==> src/rtl/bnn_layer_scheduler.sv <==
// Sequences one fully-connected BNN layer over a bank of NP lanes: stream chunks per group, collect lane bits, emit one result word.
// Three cycles per chunk (issue/data/guard) plus NP time. The result is held on res_valid until res_ready, and no reads are issued meanwhile.
module bnn_layer_scheduler #(
  parameter int PARALLEL_INPUTS  = 1,
  parameter int PARALLEL_NEURONS = 1,
  parameter int NUM_INPUTS       = 2,
  parameter int NUM_NEURONS      = 2,
  parameter int ADDR_W           = 16
) (
  input  logic                        clk,
  input  logic                        rst_n,
  input  logic                        start,
  output logic                        busy,
  output logic                        done,
  output logic                        mem_rd_en,
  output logic [ADDR_W-1:0]           w_addr,
  output logic [ADDR_W-1:0]           in_addr,
  output logic [ADDR_W-1:0]           thr_addr,
  input  logic [PARALLEL_NEURONS-1:0] np_rd_en,
  output logic                        np_data_valid,
  input  logic [PARALLEL_NEURONS-1:0] np_out_valid,
  input  logic [PARALLEL_NEURONS-1:0] np_out,
  output logic [PARALLEL_NEURONS-1:0] res_data,
  output logic [ADDR_W-1:0]           res_group,
  output logic                        res_valid,
  input  logic                        res_ready,
  output logic                        err_dup
);

  localparam int P_N     = PARALLEL_NEURONS;
  localparam int CHUNKS  = (NUM_INPUTS + PARALLEL_INPUTS - 1) / PARALLEL_INPUTS;
  localparam int GROUPS  = (NUM_NEURONS + P_N - 1) / P_N;
  localparam int CHUNK_W = (CHUNKS > 1) ? $clog2(CHUNKS) : 1;
  localparam int GROUP_W = (GROUPS > 1) ? $clog2(GROUPS) : 1;

  localparam logic [CHUNK_W-1:0] LAST_CHUNK = CHUNK_W'(CHUNKS - 1);
  localparam logic [GROUP_W-1:0] LAST_GROUP = GROUP_W'(GROUPS - 1);

  localparam logic [2:0] S_IDLE    = 3'd0;
  localparam logic [2:0] S_ISSUE   = 3'd1;
  localparam logic [2:0] S_DATA    = 3'd2;
  localparam logic [2:0] S_GUARD   = 3'd3;
  localparam logic [2:0] S_COLLECT = 3'd4;
  localparam logic [2:0] S_EMIT    = 3'd5;

  logic [2:0]         state_q, state_d;
  logic [GROUP_W-1:0] group_q, group_d;
  logic [CHUNK_W-1:0] chunk_q, chunk_d;
  logic [P_N-1:0]     seen_q, seen_d;
  logic [P_N-1:0]     res_q, res_d;
  logic [P_N-1:0]     rdy_q;
  logic               err_q, err_d;
  logic               done_q, done_d;
  logic [P_N-1:0]     active;
  logic               all_rdy;

  // Only lanes of the final, partially filled group can be inactive.
  always_comb begin
    active = '0;
    for (int i = 0; i < P_N; i++) begin
      active[i] = ((int'(group_q) * P_N + i) < NUM_NEURONS);
    end
  end

  // NP readiness is registered so mem_rd_en depends on state only; the guard cycle hides the extra delay.
  assign all_rdy = &(rdy_q | ~active);

  always_comb begin
    state_d = state_q;
    group_d = group_q;
    chunk_d = chunk_q;
    seen_d  = seen_q;
    res_d   = res_q;
    err_d   = err_q;
    done_d  = 1'b0;
    case (state_q)
      S_IDLE: begin
        if (start) begin
          state_d = S_ISSUE;
          group_d = '0;
          chunk_d = '0;
          seen_d  = '0;
          res_d   = '0;
          err_d   = 1'b0;
        end
      end
      S_ISSUE: begin
        if (all_rdy) begin
          state_d = S_DATA;
        end
      end
      S_DATA: begin
        state_d = S_GUARD;
      end
      S_GUARD: begin
        if (chunk_q == LAST_CHUNK) begin
          state_d = S_COLLECT;
        end else begin
          chunk_d = chunk_q + 1'b1;
          state_d = S_ISSUE;
        end
      end
      S_COLLECT: begin
        // Inactive lanes count as already seen, so a strobe on one is a duplicate.
        for (int i = 0; i < P_N; i++) begin
          if (np_out_valid[i]) begin
            if (seen_q[i] || !active[i]) begin
              err_d = 1'b1;
            end else begin
              seen_d[i] = 1'b1;
              res_d[i]  = np_out[i];
            end
          end
        end
        if (&(seen_d | ~active)) begin
          state_d = S_EMIT;
        end
      end
      S_EMIT: begin
        if (res_ready) begin
          seen_d  = '0;
          res_d   = '0;
          chunk_d = '0;
          if (group_q == LAST_GROUP) begin
            state_d = S_IDLE;
            group_d = '0;
            done_d  = 1'b1;
          end else begin
            group_d = group_q + 1'b1;
            state_d = S_ISSUE;
          end
        end
      end
      default: begin
        state_d = S_IDLE;
      end
    endcase
  end

  always_ff @(posedge clk) begin
    if (!rst_n) begin
      state_q <= S_IDLE;
      group_q <= '0;
      chunk_q <= '0;
      seen_q  <= '0;
      res_q   <= '0;
      rdy_q   <= '0;
      err_q   <= 1'b0;
      done_q  <= 1'b0;
    end else begin
      state_q <= state_d;
      group_q <= group_d;
      chunk_q <= chunk_d;
      seen_q  <= seen_d;
      res_q   <= res_d;
      rdy_q   <= np_rd_en;
      err_q   <= err_d;
      done_q  <= done_d;
    end
  end

  assign busy          = (state_q != S_IDLE);
  assign done          = done_q;
  assign mem_rd_en     = (state_q == S_ISSUE) && all_rdy;
  assign np_data_valid = (state_q == S_DATA);
  assign res_valid     = (state_q == S_EMIT);
  assign res_data      = res_q;
  assign res_group     = ADDR_W'(group_q);
  assign err_dup       = err_q;

  assign w_addr   = ADDR_W'(group_q) * ADDR_W'(CHUNKS) + ADDR_W'(chunk_q);
  assign in_addr  = ADDR_W'(chunk_q);
  assign thr_addr = ADDR_W'(group_q);

endmodule

==> config.mk <==
export PLATFORM = sky130hd
export DESIGN_NAME = bnn_layer_scheduler
export DESIGN_NICKNAME = d
export VERILOG_FILES = /design/src/rtl/bnn_layer_scheduler.sv
export SDC_FILE = /design/constraint.sdc
export NUM_CORES = 1
export LEC_CHECK = 0
export CORE_MARGIN = 2
export CORE_UTILIZATION = 34
export CTS_CLUSTER_DIAMETER = 50
export DETAILED_ROUTE_END_ITERATION = 7
export MAX_ROUTING_LAYER = met4
export PLACE_DENSITY_LB_ADDON = 0.25
export SLEW_MARGIN = 20
export SYNTH_ARGS = -nofsm -noshare
export SYNTH_HDL_FRONTEND = slang
export SYNTH_SLANG_ARGS = --single-unit
==> constraint.sdc <==
create_clock -name clk -period 1.2 [get_ports clk]
set_input_delay 0.18 -clock clk [delete_from_list [all_inputs] [get_ports clk]]
set_output_delay 0.18 -clock clk [all_outputs]
set_load 0.05 [all_outputs]
==> results, run 1 <==
- The final-layout fill cell count is 299.
- The first global-routing pass estimated 2856 µm of wire.
- The die outline area is 0.003572 mm².
- The global-route congestion overflow total is 0.
- After floorplanning, the core was divided into 20 placement rows.
- For the worst setup path, the data required time is 1.02 ns.
- In this run the worst hold path is classified as input port to flop.
- The total detailed-routing wirelength is 1970 µm.
- The largest net degree at the start of global routing is 15.
- The CTS sink count is 10.
- The reg-to-reg critical path startpoint is state_q[2]$_SDFFE_PN0P_.
- Detailed placement finished with a half-perimeter wire length of 1477 µm.
- The largest vdd supply drop is 0.5643 mV.
- The timing-limited maximum frequency is 0.7057 GHz.
- In this run the worst path has a maximum fanout of 14.
- The worst clock skew on the final layout is 0.003744 ns.
- The period utilization is 118.1%.
- The detailed router finished its first iteration with 8 violations.
- Buffers placed on the I/O ports in this run total 18.
- The detail-routed net length per standard cell is 9.949 µm.
- The number of nets in the final layout is 174.
- The effective utilization at floorplan is 35.21%.
- During synthesis, Yosys emitted a total of 0 warnings.
- The worst setup path is captured at an output port.
- CTS built an H-tree with a depth of 1.
- The cell chosen for the clock root is clkbuf_4.
- The worst setup path is launched from a flop.
- Measured along the y axis, the die boundary spans 59.77 µm.
- The first element of the critical path is state_q[0]$_SDFFE_PN0P_.
- The register area share after synthesis is 18.93%.
- The clock insertion delay at the later pin of the skew report is 0.27 ns.
- The top cell types in the final layout, fill and taps aside, are conb_1, buf_4, buf_12.
- The leakage power of the design is 0.6641 nW.
- The post-synthesis instance total is 133.
- Detailed routing inserted a total of 792 vias.
- The number of routed nets with antenna violations is 0.
- The width of the die is 59.77 µm.
- The final reports fail on negative setup slack.
- The portion of synthesized cell area occupied by the leading cell type is 46.15%.
- The minimum setup slack after placement is -0.3152 ns.
- From synthesis to final layout, the design area changed by 32.43%.
- The post-synthesis cell type with the largest combined area is buf_4.
- The worst hold path begins at np_rd_en.
- The total CTS buffers is 3.
- The final setup violation count is 9.
- Of the cells placed in the final design, the portion with a size suffix greater than 1 is 36.36%.
- The hold buffer count at CTS is 0.
- In this run the deepest clock path goes through 2 buffers.
- TritonCTS built the clock tree.
- The utilization after layout is 46.63%.
- The critical path data arrival time is 1.24 ns.
- The most frequent standard cell in the layout excluding fill and tap cells is conb_1.
- The final instance area is 0.001400 mm².
- After layout, the minimum clock period comes to 1.417 ns.
- A synthesized cell averages 7.949 µm².
- Ranked by total cell area, the synthesized netlist is headed by buf_4, dfxtp_1, nor2b_1, mux2i_1, nand2_1.
- The detailed-routing iteration count for the pre-antenna-repair pass is 7.
- The via count of the first global-routing pass is 617.
- Max-cap violations in this run came to 0.
- The initial antenna violation count is 0.
- The final-report hold violation count is 0.
- The power density of the placed cells is 1827 mW/mm².
- The remaining design rule violation count is 0.
- At the end of routability-driven placement, the weighted congestion stood at 0.8587.
- The critical path is of the flop to output port type.
- The I/O pin count is 78.
- The unique cell type count in the Yosys netlist is 34.
- The region available for standard cell placement spans 0.003003 mm².
- The number of vias per cell is 4.000.
- The flow ran to the end, but the final reports show violations.
- Clock-pin slew was measured on the worst setup and hold paths at 0.07 ns.
- The instance area after placement is 0.001234 mm².
- The synthesis-stage register bit count is 10.
- Setup repair after global routing could not meet its margin everywhere.
- In this run the cell area of the synthesized design comes to 0.001057 mm².
- The final antenna diode count is 0.
- Global routing used 11.02% of the available tracks.
- The final max-slew violation count was 0.
- The slack of the critical path is -0.2170 ns.
- On the final layout, the worst hold slack is 0.4902 ns.
[stage by stage]
| stage | total power, mW | setup TNS (ns) | cells |
|---|---|---|---|
| after detailed placement | 2.006 | -1.599 | 190 |
| after global placement | 1.985 | -1.506 | 190 |
| after floorplan | 1.663 | -0.1937 | 191 |
| after CTS | 2.405 | -0.8984 | 197 |
| after global routing | 2.696 | -1.764 | 198 |
| final | 2.558 | -1.085 | 198 |
[cells in the mapped netlist]
master / count
buf_4: 65
dfxtp_1: 10
nand2_1: 6
nor2_1: 5
nor2b_1: 5
o21ai_1: 4
mux2i_1: 3
nand2b_1: 3
a21oi_1: 2
a32oi_1: 2
and3_1: 2
inv_1: 2
nand3_1: 2
o21ai_2: 2
a21boi_1: 1
a21oi_2: 1
a22oi_1: 1
and2_1: 1
and3b_1: 1
buf_2: 1
buf_6: 1
clkbuf_1: 1
conb_1: 1
inv_2: 1
nand2b_4: 1
nand3b_1: 1
nand4_1: 1
nor3b_1: 1
o21ai_0: 1
o221ai_1: 1
o221ai_2: 1
o22ai_1: 1
o311a_1: 1
or3_1: 1
[sequential cells by signal, indices dropped and copies added, names as in the netlist]
name	count
seen_q	1
done	1
err_dup	1
group_q	1
state_q	3
chunk_q	1
rdy_q	1
res_data	1
[final timing paths]
kind / endpoint / slack, ns / cells after the start
setup / recovery: busy / -0.22 / 2
hold / removal: rdy_q$_SDFF_PN0_ / 0.49 / 2
hold reg to reg: done$_SDFF_PN0_ / 0.49 / 2
setup reg to reg: seen_q$_SDFFE_PN0P_ / -0.15 / 7
[layout make-up]
type	count	area, µm²	area share, %
tap	33	41.29	2.949
timing repair buffer	39	476.7	34.05
sequential	10	214.0	15.28
clock buffer	3	22.52	1.609
inverter	3	16.27	1.162
multi-input combinational	110	629.4	44.95
[power breakdown]
group          leakage [nW]  switching, mW  internal [mW]
registers            0.0845          0.116          0.400
clock network        0.0138          0.123          0.116
logic                 0.566           1.03          0.770
[timing repair]
action / CTS / global route
endpoints found under the hold margin: 0 / 0
endpoints found under the setup margin: 11 / 16
resized for setup: 12 / 17
pin swaps: 0 / 6
setup buffers: 4 / 1
[per-layer routing]
metal / GRT usage (%) / wire length (µm) / part of all wire (%) / vias up
met2: 18.79 / 1084 / 55 / 51
li1: - / - / - / 380
met4: 3.810 / 5 / 0.25 / 0
met1: 12.14 / 711 / 36 / 359
met5: - / 0 / 0 / -
met3: 3.247 / 169 / 8.6 / 2
[logic make-up (layout without fill, tap and decap cells)]
group | after synthesis | count (layout) | share of synthesized area [%]
AO/OA/AOI/OAI | 18 | 18 | 12.66
buffers and inverters | 71 | 45 | 49.11
flip-flops | 10 | 10 | 18.93
multiplexers | 3 | 3 | 2.840
other | 1 | 59 | 0.3547
AND/OR/NAND/NOR | 30 | 30 | 16.10
[worst max-delay path, stage by stage (launching register included)]
cell and delay [ns]:
dfxtp_4 0.41, or3_4 0.41, buf_12 0.16
Note: power is estimated with default switching activity, not from simulation.
==> run 2: changes to the inputs <==
CORE_UTILIZATION = 40   (was 34)
DONT_BUFFER_PORTS = 1   (was not set)
==> results, run 2 (synthesis gave the netlist of run 1 again) <==
- Along the worst hold path, the cell count comes to 1.
- For this run, the slowest stage of the critical path takes 0.39 ns.
- The number of vias per cell is 4.028.
- The initial antenna violation count is 0.
- The critical path's slowest cell is or3_4.
- The number of cells traversed by the worst register-to-register path is 6.
- The height of the die is 55.41 µm.
- The critical path is of the flop to output port type.
- The largest net degree at the start of global routing is 13.
- The die outline area is 0.003070 mm².
- The tree is rooted in a clkbuf_4.
- The number of maximum-capacitance violations is 0.
- The CTS sink count is 10.
- After detailed routing, the number of remaining DRC violations is 0.
- The number of nets in the final layout is 155.
- In this run, flip-flops and latches consume 19.5% of the power.
- Row generation in the floorplan step produced 18 rows.
- For this run, the detailed router's first-pass iteration total came to 4.
- The flip-flop count of the largest register after layout is 3.
- In this run the count of I/O pins placed on the die edge is 78.
- Cells fill 45.70% of the core in the end.
- Buffers inserted to repair hold after CTS numbered 0.
- In the final layout, the multi-input gates occupy 619.3 µm².
- After floorplanning, the core was sized to cover 0.002500 mm².
- The relative contribution of combinational cells to total power is 67.7%.
- Of all nets on the critical path, the largest fanout is 4.
- Relative to the synthesized area, the layout overhead comes to 8.048%.
- The worst endpoint required time is 1.02 ns.
- The final-layout fill cell count is 248.
- The leakage power of the design is 0.5577 nW.
- In this run the horizontal extent of the chip is 55.41 µm.
- The number of antenna diodes in the final layout is 0.
- The first global-routing pass estimated 2815 µm of wire.
- The port buffer count is 0.
- The period utilization is 113.7%.
- Timing analysis after detailed placement gives a worst setup slack of -0.1914 ns.
- Between clock sinks in the finished design, the worst skew comes to 0.006253 ns.
- Derived from the worst setup path, the maximum achievable clock frequency is 0.7329 GHz.
- The final-report hold violation count is 0.
- The most frequent standard cell in the layout excluding fill and tap cells is conb_1.
- Summing all flip-flop and latch instances after layout gives 210.2 µm².
- Counting both buffers and inverters, the worst setup path holds a total of 1.
- The final max-slew violation count is 0.
- The maximum number of buffers from clock root to sink is 2.
- Setup repair after global routing could not meet its margin everywhere.
- Dividing the detail-routed wire length by the instance count gives 10.24 µm.
- For this block, the initial DRC count from the detailed router was 4.
- The total detailed-routing wirelength is 1812 µm.
- Subtracting the final worst setup slack from the clock period gives 1.364 ns.
- Detailed routing inserted a total of 713 vias.
- Buffers inserted during clock tree synthesis total 3.
- The analysis attributes to net switching a power of 1.237 mW.
- The worst-case register-to-register setup slack is -0.05 ns.
- The final setup violation count is 7.
- The number of routed nets with antenna violations is 0.
- The proportion of total power due to net switching is 50.40%.
- The critical path runs through a total of 2 cells.
- The internal cell power is 1.218 mW.
- The via count of the first global-routing pass came to 596.
- STA classifies the critical path endpoint as an output port.
- The cell family contributing the most delay on the critical path is simple AND/OR/NAND/NOR gates.
- The clock insertion delay at the later pin of the skew report is 0.28 ns.
- The run finished, with violations left.
- The nature of the critical path startpoint is a flop.
- Traced cell by cell, the critical path runs through or3_4, buf_12.
- The register with the most flip-flops in the final layout is state_q.
- VDD sags by at most 1.066 mV.
- The type of the worst min-delay path is input port to flop.
- The global router's overall resource usage is 12.01%.
- Power spread over the standard cell area amounts to 2149 mW/mm².
- Detailed placement finished with a half-perimeter wire length of 1315 µm.
- For this run the aggregate overflow at the end of global routing stands at 0.
- The number of H-tree levels is 1.
- The final reports fail on negative setup slack.
- Setup slack on the critical path of the routed design comes to -0.1644 ns.
- In the layout the commonest cells are conb_1, buf_4, nand2_1, dfxtp_1.
- The clock network burns 12.8% of the power.
- Routability-driven placement finished with a final weighted congestion of 0.7298.
- After clock tree synthesis, the clock-pin slew on the worst setup and hold paths is 0.07 ns.
- TritonCTS built the clock tree.
- Data arrives at the worst endpoint at 1.18 ns.
- The effective utilization at floorplan is 42.29%.
- The post-route netlist has 29.93% of its cells at a drive strength greater than 1.
## run 2: through the flow
stage                     setup TNS [ns]  std cells  power [mW]  hold slack [ns]  area (µm²)
final                            -0.6533        177       2.455          0.02324        1142
after global routing              -1.160        177       2.580         0.007590        1142
after CTS                        -0.6784        177       2.416          0.01137        1125
after detailed placement          -1.087        167       1.828           0.3066       978.4
after global placement           -0.6445        167       1.804           0.3074       978.4
after floorplan                  -0.1937        191       1.663           0.3073        1280
## run 2: power groups by stage
| stage | logic [mW] | clock network, mW | registers, mW |
|---|---|---|---|
| finish | 1.66 | 0.313 | 0.479 |
| global placement | 1.31 | 0 | 0.494 |
| floorplan | 1.22 | 0 | 0.439 |
| detailed placement | 1.33 | 0 | 0.502 |
| CTS | 1.62 | 0.324 | 0.470 |
| global route | 1.75 | 0.342 | 0.491 |
## run 2: final timing paths
kind,endpoint,from
max reg2reg,seen_q$_SDFFE_PN0P_,state_q[0]$_SDFFE_PN0P_
min,state_q[2]$_SDFFE_PN0P_,rst_n
max,busy,state_q[0]$_SDFFE_PN0P_
min reg2reg,err_dup$_SDFFE_PN0P_,err_dup$_SDFFE_PN0P_
## run 2: routing by layer
layer	wire, µm	up-vias	GRT usage (%)
li1	-	342	-
met1	660	330	12.64
met2	962	39	19.73
met3	180	2	6.323
met4	9	0	3.136
met5	0	-	-
## run 2: final cells by class
class / instances / share of cell area [%]
multi-input cells: 110 / 54.22
repair buffers: 20 / 19.93
flip-flops and latches: 10 / 18.40
well taps: 30 / 3.286
clock buffers: 4 / 3.176
inverters: 3 / 0.9858
## run 2: timing repair
action                     CTS  global route
setup buffers                6             0
resized for setup           19             4
gates cloned                 0             0
setup endpoints to repair   11            13
pin swaps                    2             3
